[config.mk]
export PLATFORM = sky130hd
export DESIGN_NAME = pulse_stretcher
export DESIGN_NICKNAME = d
export VERILOG_FILES = /design/src/rtl/pulse_stretcher_pkg.sv /design/src/rtl/pulse_stretcher_dur_counter.sv /design/src/rtl/pulse_stretcher.sv
export SDC_FILE = /design/constraint.sdc
export NUM_CORES = 1
export LEC_CHECK = 0
export ABC_CLOCK_PERIOD_IN_PS = 6800
export CAP_MARGIN = 20
export CORE_UTILIZATION = 63
export DETAILED_ROUTE_END_ITERATION = 16
export PLACE_DENSITY = 0.84
export SLEW_MARGIN = 20
export SYNTH_ARGS = -nofsm -noshare
export SYNTH_HDL_FRONTEND = slang
export SYNTH_SLANG_ARGS = --single-unit
[constraint.sdc]
create_clock -name clk -period 6.8 [get_ports clk]
set_clock_uncertainty 0.15 [all_clocks]
set_input_delay 0.68 -clock clk [delete_from_list [all_inputs] [get_ports clk]]
set_output_delay 0.68 -clock clk [all_outputs]
set_load 0.05 [all_outputs]
[src/rtl/pulse_stretcher_pkg.sv]
// Shared types and constants for the pulse stretcher and its duration counter.
// The counter width is also used by the debounce blocks that reuse dur_counter.
package pulse_stretcher_pkg;

    localparam int CNT_W = 16;

    typedef enum logic [1:0] {
        S_IDLE = 2'd0,
        S_HIGH = 2'd1,
        S_LOW  = 2'd2
    } state_e;

endpackage

[src/rtl/pulse_stretcher_dur_counter.sv]
// Loadable down-counter with a zero flag. It saturates at zero and load wins over en.
// Also reused by the debounce blocks.
module dur_counter
    import pulse_stretcher_pkg::*;
#(
    parameter int W = CNT_W
) (
    input  logic         clk,
    input  logic         rst_n,
    input  logic         load,
    input  logic [W-1:0] load_val,
    input  logic         en,
    output logic         zero
);

    logic [W-1:0] cnt_q, cnt_d;

    always_comb begin
        cnt_d = cnt_q;
        if (load)
            cnt_d = load_val;
        else if (en && (cnt_q != '0))
            cnt_d = cnt_q - 1'b1;
    end

    always_ff @(posedge clk or negedge rst_n) begin
        if (!rst_n)
            cnt_q <= '0;
        else
            cnt_q <= cnt_d;
    end

    assign zero = (cnt_q == '0);

endmodule

[src/rtl/pulse_stretcher.sv]
// Stretches single-cycle triggers into HIGH_CYCLES-high / LOW_CYCLES-low waveforms.
// Triggers that arrive while a waveform is in progress are queued as a count and replayed in order.
module pulse_stretcher
    import pulse_stretcher_pkg::*;
#(
    parameter int HIGH_CYCLES = 4,
    parameter int LOW_CYCLES  = 2,
    parameter int PEND_W      = 3
) (
    input  logic              clk,
    input  logic              rst_n,
    input  logic              trig,
    input  logic              clr,
    output logic              q,
    output logic              busy,
    output logic [PEND_W-1:0] pending,
    output logic              overflow
);

    localparam logic [CNT_W-1:0]  HIGH_LD  = CNT_W'(HIGH_CYCLES - 1);
    localparam logic [CNT_W-1:0]  LOW_LD   = CNT_W'(LOW_CYCLES - 1);
    localparam logic [PEND_W-1:0] PEND_MAX = {PEND_W{1'b1}};

    state_e            state_q, state_d;
    logic              q_q, q_d;
    logic              busy_q, busy_d;
    logic [PEND_W-1:0] pending_q, pending_d;
    logic              overflow_q, overflow_d;

    logic              cnt_load, cnt_en, cnt_zero;
    logic [CNT_W-1:0]  cnt_val;
    logic              deq, enq;

    dur_counter #(.W(CNT_W)) u_dur (
        .clk      (clk),
        .rst_n    (rst_n),
        .load     (cnt_load),
        .load_val (cnt_val),
        .en       (cnt_en),
        .zero     (cnt_zero)
    );

    always_comb begin
        state_d    = state_q;
        q_d        = q_q;
        pending_d  = pending_q;
        overflow_d = overflow_q;
        cnt_load   = 1'b0;
        cnt_val    = '0;
        cnt_en     = 1'b0;
        deq        = 1'b0;
        enq        = 1'b0;

        if (clr) begin
            state_d    = S_IDLE;
            q_d        = 1'b0;
            pending_d  = '0;
            overflow_d = 1'b0;
            cnt_load   = 1'b1;
        end else begin
            unique case (state_q)
                S_IDLE: begin
                    // A queued event left over from a LOW->IDLE edge is started here.
                    if (trig || (pending_q != '0)) begin
                        state_d  = S_HIGH;
                        q_d      = 1'b1;
                        cnt_load = 1'b1;
                        cnt_val  = HIGH_LD;
                        deq      = (pending_q != '0);
                    end
                end
                S_HIGH: begin
                    if (cnt_zero) begin
                        state_d  = S_LOW;
                        q_d      = 1'b0;
                        cnt_load = 1'b1;
                        cnt_val  = LOW_LD;
                    end else begin
                        cnt_en = 1'b1;
                    end
                end
                S_LOW: begin
                    if (cnt_zero) begin
                        if (pending_q != '0) begin
                            state_d  = S_HIGH;
                            q_d      = 1'b1;
                            cnt_load = 1'b1;
                            cnt_val  = HIGH_LD;
                            deq      = 1'b1;
                        end else begin
                            state_d = S_IDLE;
                        end
                    end else begin
                        cnt_en = 1'b1;
                    end
                end
                default: begin
                    state_d = S_IDLE;
                    q_d     = 1'b0;
                end
            endcase

            // In IDLE with an empty queue the trigger starts directly instead of queueing.
            enq = trig && ((state_q != S_IDLE) || (pending_q != '0));

            unique case ({enq, deq})
                2'b10: begin
                    if (pending_q == PEND_MAX)
                        overflow_d = 1'b1;
                    else
                        pending_d = pending_q + 1'b1;
                end
                2'b01:   pending_d = pending_q - 1'b1;
                default: pending_d = pending_q;
            endcase
        end

        busy_d = (state_d != S_IDLE);
    end

    always_ff @(posedge clk or negedge rst_n) begin
        if (!rst_n) begin
            state_q    <= S_IDLE;
            q_q        <= 1'b0;
            busy_q     <= 1'b0;
            pending_q  <= '0;
            overflow_q <= 1'b0;
        end else begin
            state_q    <= state_d;
            q_q        <= q_d;
            busy_q     <= busy_d;
            pending_q  <= pending_d;
            overflow_q <= overflow_d;
        end
    end

    assign q        = q_q;
    assign busy     = busy_q;
    assign pending  = pending_q;
    assign overflow = overflow_q;

endmodule

=== Word level (Yosys, flattened, before mapping) ===
Cells that the tools add are included.

* Memories: 0
* Memory bits (writable): 0
* Latch bits: 0
* Word-level logic and storage cells: 75
* Bits in registers: 24
* ROM bits: 0
* Input port bits: 4
* Output and inout port bits: 6

* $add $sub $neg: 3
* Shifts and indexed selects: 0
* Reductions and logical operators: 18
* Order comparisons: 0
* Equality and inequality tests: 10
* Divide/modulo/power cells: 0
* Muxes and demuxes: 38
* Bitwise logic cells: 0
* Multipliers: 0

{| class="wikitable"
|+ Operators with widths
! cell !! count
|-
| 16-bit 2-to-1 mux || 2
|-
| 1-bit 2-to-1 mux || 20
|-
| 16-bit zero test || 1
|-
| 2-bit 2-to-1 mux || 8
|-
| 16-bit nonzero test || 1
|-
| 16-bit by 1-bit subtractor with 16-bit output, second input constant || 1
|-
| 3-bit != test, second input constant || 5
|-
| 2-bit case mux with 3 select lines || 2
|-
| 2-bit nonzero test || 5
|-
| 3-bit 2-to-1 mux || 2
|-
| 1-bit case mux with 3 select lines || 2
|-
| 3-bit case mux with 2 select lines || 1
|-
| 3-bit nonzero test || 2
|-
| 2-bit by 1-bit equality test with 1-bit output, second input constant || 2
|-
| 2-bit equality test, second input constant || 2
|-
| 2-bit AND reduction || 2
|-
| 4-bit AND reduction || 1
|-
| 3-bit by 1-bit adder with 3-bit output, second input constant || 1
|-
| 3-bit equality test, second input constant || 1
|-
| 3-bit by 1-bit subtractor with 3-bit output, second input constant || 1
|-
| 1-bit logical AND || 2
|-
| 2-bit zero test || 1
|-
| 1-bit logical OR || 2
|-
| 1-bit case mux with 2 select lines || 1
|-
| 2-bit OR reduction || 1
|}

=== Depth between registers and ports, before layout ===
Gate-level depths: netlist (run 1).

* Depth after elaboration: 8
* Depth in mapped cells: 9
* Gate-level depth less buffers: 9

=== Modules after synthesis ===
Synthesis (run 1) repeated with hierarchy kept, for this count alone.

* Cells, all modules: 190
* Area total of the unflattened synthesis: 1706.6 um^2

{| class="wikitable"
|+ Modules (own cells, without submodules)
! module !! seq. area each (um^2) !! times used !! cells an instance !! area an instance (um^2)
|-
| dur_counter || 400.4 || 1 || 124 || 1063.5
|-
| pulse_stretcher || 200.2 || 1 || 66 || 643.1
|}

=== Least setup slack after synthesis (run 1) ===
No wires, ideal clock.

* Path type: register -> register
* Start point: register pending_q[1], in the netlist pending[1]
* End point: register pending_q[2], in the netlist pending[2]
* Arrival time: 2.300 ns
* Slack: 4.225 ns
* Setup time: 0.125 ns
* Path buffers: 0
* Stages on the path, launching flop included: 8
* Clock period less this slack: 2.575 ns
* Cell sequence: dfrtp_1 or3_1 nand2_1 o32ai_4 fa_1 and3_1 a22oi_2 mux2_4

* Cells in the longest elaborated chain, start to end: 8
* Elaborated cells between the ends (all ways): 20

{| class="wikitable"
|+ RTL lines
! item !! RTL line !! RTL
|-
| start, declared || pulse_stretcher.sv:27 || <nowiki>logic [PEND_W-1:0] pending_q, pending_d;</nowiki>
|-
| start signal, assigned || pulse_stretcher.sv:132 || <nowiki>pending_q <= pending_d;</nowiki>
|-
| 3-bit nonzero test || -- ||
|-
| 1-bit 2-to-1 mux / 1-bit logical OR (equally long branches) || pulse_stretcher.sv:84, pulse_stretcher.sv:64 ||
|-
| 1-bit 2-to-1 mux (on tied branches) || pulse_stretcher.sv:83, pulse_stretcher.sv:64 ||
|-
| 1-bit case mux with 2 select lines || pulse_stretcher.sv:61 || <nowiki>unique case (state_q)</nowiki>
|-
| 1-bit 2-to-1 mux || pulse_stretcher.sv:54 || <nowiki>if (clr) begin</nowiki>
|-
| 2-bit by 1-bit equality test with 1-bit output / 2-bit equality test (equally long branches) || pulse_stretcher.sv:106 || <nowiki>unique case ({enq, deq})</nowiki>
|-
| 3-bit case mux with 2 select lines, or another cell as far along || pulse_stretcher.sv:106 ||
|-
| 3-bit 2-to-1 mux / 2-bit AND reduction (equally long branches) || -- ||
|}

Parallel ways exist; a longest one is shown, timed or not. The select of a mux whose other input is x is not followed.
A chain may end at the register's enable or synchronous reset.

=== Worst setup path after layout (run 1) ===
* Start point: input clr
* End point: register u_dur.cnt_q[10]

* Cells in the longest elaborated chain, start to end: 3
* Elaborated cells between the ends (all ways): 5

{| class="wikitable"
|+ RTL lines
! item !! RTL line !! RTL
|-
| start, declared || pulse_stretcher.sv:13 || <nowiki>input logic clr,</nowiki>
|-
| 1-bit 2-to-1 mux || pulse_stretcher.sv:54 ||
|-
| 1-bit logical AND || pulse_stretcher_dur_counter.sv:22 || <nowiki>else if (en && (cnt_q != '0))</nowiki>
|-
| 2-bit nonzero test (no line) || -- ||
|-
| end signal, assigned || pulse_stretcher_dur_counter.sv:30 || <nowiki>cnt_q <= cnt_d;</nowiki>
|-
| end, declared || pulse_stretcher_dur_counter.sv:16 || <nowiki>logic [W-1:0] cnt_q, cnt_d;</nowiki>
|}

Parallel ways exist; a longest one is shown, timed or not.

==> results of run 1 <==
[routing by layer]
metal  track usage, %  vias up  share of wire [%]
met1            34.89      551                 45
li1                 -      562                  -
met3            4.678        8                5.0
met5                0        -                  0
met4            13.06        0                2.2
met2            42.09       33                 48
[synth_stat cells (2+ instances only)]
library cell and count:
dfrtp_1 24, nor2_1 21, nand3_1 11, xor2_1 8, ha_1 6, inv_1 6, nor4_1 6, xnor2_1 6
a21oi_1 5, nor2b_1 5, nor3_1 5, clkbuf_1 4, nand2b_1 4, buf_2 3, or3_1 3, or4_1 3
mux2i_1 2, nand2_1 2, nor4b_4 2, o21ai_0 2
[state kept, by name (all words and copies together), names as in the netlist]
name and cells:
overflow 1, busy 1, state_q 2, u_dur.cnt_q 16, pending 3, q 1
[critical path: stages]
cell,delay [ns]
clkdlybuf4s50_1,0.61
nor2b_1,0.59
nand3_1,0.38
nor4_1,0.34
xnor2_1,0.18
nor2_1,0.06
[worst paths after layout]
check	start	endpoint	slack [ns]	cells past startpoint
worst max-delay path	clr	u_dur.cnt_q[10]$_DFFE_PN0P_	4.00	6
worst min-delay path	rst_n	u_dur.cnt_q[15]$_DFFE_PN0P_	0.17	1
worst max register to register	u_dur.cnt_q[0]$_DFFE_PN0P_	pending[2]$_DFFE_PN0P_	4.10	9
worst min register to register	overflow$_DFFE_PN0P_	overflow$_DFFE_PN0P_	0.39	2
max in group asynchronous	rst_n	q$_DFFE_PN0P_	5.99	1
min in group clk	overflow$_DFFE_PN0P_	overflow$_DFFE_PN0P_	0.39	2
[final cells by class]
type	count	area, um^2
Sequential cell	24	600.6
Timing Repair Buffer	9	85.08
Clock buffer	3	22.52
Multi-Input combinational cell	118	912.1
Tap cell	28	35.03
Fill cell	148	598.1
Inverter	6	22.52
[per-stage QoR]
stage | instance area, um^2 | setup slack [ns] | power, mW | instances | hold WS (ns)
2_1_floorplan | 1565 | 4.225 | 0.6273 | 155 | 0.2344
3_3_place_gp | 1660 | 3.812 | 0.7013 | 185 | 0.3594
3_5_place_dp | 1660 | 3.683 | 0.7187 | 185 | 0.3651
4_1_cts | 1683 | 4.044 | 0.7858 | 188 | 0.3940
5_1_grt | 1678 | 3.836 | 0.8400 | 188 | 0.1950
6_report | 1678 | 3.995 | 0.7835 | 188 | 0.1656
[power groups by stage]
stage | Combinational [mW] | Clock (mW) | Sequential, mW
global placement | 0.480 | 0 | 0.221
CTS | 0.498 | 0.0647 | 0.223
global route | 0.540 | 0.0708 | 0.229
detailed placement | 0.493 | 0 | 0.226
finish | 0.497 | 0.0628 | 0.223
floorplan | 0.369 | 0 | 0.258
[kinds of logic (layout without fill, tap and decap cells)]
| logic type | count (synthesis) | in the layout | synth area share (%) |
|---|---|---|---|
| compound gates | 21 | 21 | 12.15 |
| xor+xnor | 14 | 14 | 7.834 |
| fa+ha+maj | 7 | 7 | 6.075 |
| buf+inv | 13 | 18 | 3.357 |
| flops | 24 | 24 | 38.37 |
| mux | 4 | 4 | 2.957 |
| simple gates | 72 | 72 | 29.26 |
==> metrics.cfg, run 1 <==
[placed_design]
gp_congestion = 0.8497
dp_hpwl_um = 2265
port_buffers = 9

[timing]
layout_min_cycle_time_ns = 2.805
rsz0062_at_grt = false
timing_hold_violations_final = 0
fin_crit_sh_pct = 41.25
fin_setup_tns_ns = 0
tightest_slew_ns = 0.6703
drv_slew = 0
slew_headroom_pct = 55.31
setup_viol = 0
timing.fmax_mhz = 356.5

[clock_network]
clockRootBuffer = clkbuf_4
cts_hold_buf = 0
clkTransAtPathRegs_ns = 0.13
cts_setup_buffers = 0
post_cts_resized = 0
cts_made_buffers = 3
clk_path_buf_depth = 2
cts.sinks = 24
cts_tree = done
h-tree-depth = 1
clk_latency_ns = 0.31

[worst_setup_path]
crit_fanout = 12
worst_ep_arrival_time_ns = 2.85
criticalPathCategory = input port to flip-flop
crit_required_ns = 6.84
critPathCaptureType = flip-flop
crit_path_start_kind = input port

[synth]
netlist_instances = 155
synthFlopType = dfrtp_1
ys_async_sr_fraction_pct = 100.0
netlist_area_um2 = 1565
syn_nets = 166
synth.area.top_cells = dfrtp_1, nor2_1, ha_1, xor2_1, nand3_1
synth_top_area_share_pct = 38.37
avgSynthCellArea_um2 = 10.10
synth_edf_count = 0
ys_seq_area_share_pct = 38.37
ys_seq_elements = 24
synth_top_area_cell = dfrtp_1
synthDistinctLibCells = 47
yosys_warnings = 0

[cells_and_area]
final_common_cell = dfrtp_1
layout_common_cells = dfrtp_1, nor2_1, nand3_1, xor2_1, clkdlybuf4s50_1
nNetsFinal = 173
fin_util_pct = 73.72
layout-drive-gt1-share_pct = 11.25
diodes = 0
syn_to_final_growth_pct = 7.194

[drt]
drt.antenna.violating_nets = 0
routed_wirelength_um = 3074
drtIter0Drc = 31
dr.pass1.iters = 4
vias = 1154
drc = 0
viasPerCell = 6.138
routedWlPerCell_um = 16.35

[power_and_ir_drop]
ir_drop_v = 0.0003208
power_density_nw_per_um2 = 467.0
internal_power_mw = 0.3956
power.leakage_nw = 0.7081
clockPowerShare_pct = 8.0
switching_power_mw = 0.3879
power_frac_seq_pct = 28.5
switching_share_pct = 49.50
p_comb_share_pct = 63.5

[global_routing]
grt.total_usage_pct = 26.65
grt.overflow.total = 0
grt_first_pass_wirelength_um = 5133
grt_max_degree = 25
antenna_found_initial = 0
grt_pass1_vias = 1122

[floorplanning]
boundaryPins = 10
fp.dieArea_um2 = 2688
fp.coreArea_um2 = 2276
rows = 17
die-width_um = 51.85
initial_core_util_pct = 68.77
die_h_um = 51.85

[run]
drv_cap = 0

[worst_hold_path]
min_path_type = input port to asynchronous set/reset pin

[outcome]
status = finished, final reports clean

No activity file was read; power rests on OpenSTA's default activity.
==> run 2, diff against run 1 <==
Settings changed: ABC_CLOCK_PERIOD_IN_PS 6800 to 2650, CORE_UTILIZATION 63 to 58, PLACE_DENSITY 0.84 to 0.78.
Clock period 6.8 ns to 2.65 ns, I/O delays scaled along.
==> run 2 against run 1 <==
Compared with the run above: non-clock buffer count increased by 7; critical path depth increased by 1; flip-flop and latch count unchanged; clock power increased to 4.3 times the previous value; sequential share of layout area decreased by 1.8 points; count of clock-buffer cells in the layout unchanged; largest power group unchanged; highest routed layer unchanged.
==> metrics.cfg, run 2 (same netlist as run 1, synthesis figures left out) <==
[outcome]
status = finished, final reports clean  ; unchanged

[timing]
timing.fmax_mhz = 400.8
rsz0062_at_grt = false  ; unchanged
layout_min_cycle_time_ns = 2.495
fin_crit_sh_pct = 94.15
layout_setup_ws_ns = 0.1551  ; was 3.995 ns
fin_setup_tns_ns = 0  ; unchanged
setup_viol = 0  ; unchanged
worst_hold_slack_ns = 0.1193  ; was 0.1656 ns
tightest_slew_ns = 0.5981  ; was 0.6703 ns
drv_slew = 0  ; unchanged
slew_headroom_pct = 59.61  ; was 55.31%
timing_hold_violations_final = 0  ; unchanged

[global_routing]
busiest_layer = met2  ; unchanged
antenna_found_initial = 0  ; unchanged
met2_usage_pct = 36.63  ; was 42.09%
grt_max_degree = 25  ; unchanged
grt.overflow.total = 0  ; unchanged
grtUsageMet3_pct = 2.825  ; was 4.678%
grt_use_met1_pct = 30.72  ; was 34.89%
grt_pass1_vias = 1075  ; was 1122
grt.total_usage_pct = 23.09  ; was 26.65%
grt_first_pass_wirelength_um = 4774  ; was 5133 um

[clock_network]
h-tree-depth = 1  ; unchanged
cts_tree = done  ; unchanged
cts_hold_buf = 0  ; unchanged
clk_latency_ns = 0.33  ; was 0.31 ns
clkTransAtPathRegs_ns = 0.14  ; was 0.13 ns
clk_path_buf_depth = 2  ; unchanged
post_cts_resized = 0  ; unchanged
cts.sinks = 24  ; unchanged
cts_made_buffers = 3  ; unchanged
clockRootBuffer = clkbuf_4  ; unchanged
cts_setup_buffers = 0  ; unchanged

[cells_and_area]
syn_to_final_growth_pct = 12.95  ; was 7.194%
diodes = 0  ; unchanged
layout-drive-gt1-share_pct = 14.88  ; was 11.25%
nNetsFinal = 180  ; was 173
layout_common_cells = dfrtp_1, nor2_1, nand3_1, clkdlybuf4s50_1, xor2_1  ; was dfrtp_1, nor2_1, nand3_1, xor2_1, clkdlybuf4s50_1
largest_register = u_dur.cnt_q  ; unchanged
final_common_cell = dfrtp_1  ; unchanged
layoutNonFillerInstCount = 198  ; was 188
largest_reg_flops = 16  ; unchanged

[floorplanning]
boundaryPins = 10  ; unchanged
fp.dieArea_um2 = 2911  ; was 2688 um^2
initial_core_util_pct = 62.05  ; was 68.77%
fp.coreArea_um2 = 2522  ; was 2276 um^2
die-width_um = 53.95  ; was 51.85 um
die_h_um = 53.95  ; was 51.85 um
rows = 18  ; was 17

[placed_design]
dp_worst_setup_slack_ns = 0.1721  ; was 3.683 ns
dpl.cell_count = 194  ; was 185
port_buffers = 9  ; unchanged
gp_congestion = 0.7752  ; was 0.8497
dp_hpwl_um = 2197  ; was 2265 um

[worst_setup_path]
crit_required_ns = 2.72  ; was 6.84 ns
crit_path_cell_trace = or3_1 > nand2_1 > o32ai_4 > fa_1 > and3_1 > a22oi_2 > mux2_4  ; was clkdlybuf4s50_1 > nor2b_1 > nand3_1 > nor4_1 > xnor2_1 > nor2_1
crit_path_top_delay_cell = dfrtp_1  ; was clkdlybuf4s50_1
critPathCaptureType = flip-flop  ; unchanged
r2r_slack_ns = 0.16  ; was 4.10 ns
rr_startpoint = pending[1]$_DFFE_PN0P_  ; was u_dur.cnt_q[0]$_DFFE_PN0P_
max_stage_delay_ns = 0.49  ; was 0.61 ns
crit_path_start_kind = flip-flop  ; was input port
worst_ep_arrival_time_ns = 2.57  ; was 2.85 ns
criticalPathCategory = flip-flop to flip-flop  ; was input port to flip-flop
critical-path-top-delay-family = simple AND/OR/NAND/NOR gates  ; unchanged
path_buf_inv = 0  ; was 1
r2r-end = pending[2]$_DFFE_PN0P_  ; unchanged
crit_fanout = 7  ; was 12
r2r_cells = 7  ; was 9

[drt]
drc = 0  ; unchanged
viasPerCell = 5.909  ; was 6.138
routed_wirelength_um = 2990  ; was 3074 um
drt.antenna.violating_nets = 0  ; unchanged
routedWlPerCell_um = 15.10  ; was 16.35 um
drtIter0Drc = 28  ; was 31
dr.pass1.iters = 4  ; unchanged
vias = 1170  ; was 1154

[power_and_ir_drop]
power.leakage_nw = 0.7564  ; was 0.7081 nW
ir_drop_v = 0.001030  ; was 0.0003208 V
power_density_nw_per_um2 = 1245  ; was 467.0 nW/um^2

[worst_hold_path]
min_path_type = input port to asynchronous set/reset pin  ; unchanged

[run]
drv_cap = 0  ; unchanged

==> run 2: cell count changes in the layout (fill, tap and decap cells not counted), sizes merged <==
cell	change
buf	+6
bufinv	+1
clkdlybuf4s50	+1
==> run 2: routing by layer <==
metal  vias up  wire [um]
met5         -          0
li1        583          -
met2        17       1382
met4         0         45
met1       566       1467
met3         4         95
==> run 2: layout make-up <==
cell class	instances	area (um^2)
clock buffer	3	22.52
tap	30	37.54
multi-input combinational	118	912.1
inverter	6	22.52
timing repair buffer	16	142.6
sequential	24	600.6
clock inverter	1	30.03
fill	205	754.5
==> run 2: power breakdown <==
part / internal (mW) / switching [mW]
Sequential: 0.453 / 0.107
Combinational: 0.577 / 0.792
Clock: 0.153 / 0.118
Total: 1.18 / 1.02
==> run 2: worst max-delay path by stage <==
stage	start	to	slack, ns	cells past startpoint
after floorplan	pending[1]$_DFFE_PN0P_	pending[2]$_DFFE_PN0P_	0.08	7
after global placement	pending[1]$_DFFE_PN0P_	pending[2]$_DFFE_PN0P_	0.22	7
after detailed placement	trig	pending[2]$_DFFE_PN0P_	0.17	7
after CTS	pending[1]$_DFFE_PN0P_	pending[2]$_DFFE_PN0P_	0.16	7
after global routing	pending[1]$_DFFE_PN0P_	pending[2]$_DFFE_PN0P_	0.07	7
final	pending[1]$_DFFE_PN0P_	pending[2]$_DFFE_PN0P_	0.16	7
==> run 2: metrics by stage <==
stage | cell area (um^2) | total power [mW] | utilization [%]
2_1_floorplan | 1565 | 1.610 | -
3_3_place_gp | 1715 | 1.897 | 68.01
3_5_place_dp | 1715 | 1.933 | 68.01
4_1_cts | 1768 | 2.211 | 70.09
5_1_grt | 1768 | 2.346 | 70.09
6_report | 1768 | 2.200 | 70.09
==> run 3, diff against run 2 <==
Settings changed: SKIP_CTS_REPAIR_TIMING set to 1.
==> results of run 3 <==
No change in the layout: final DEF, timing and power equal those of run 2.
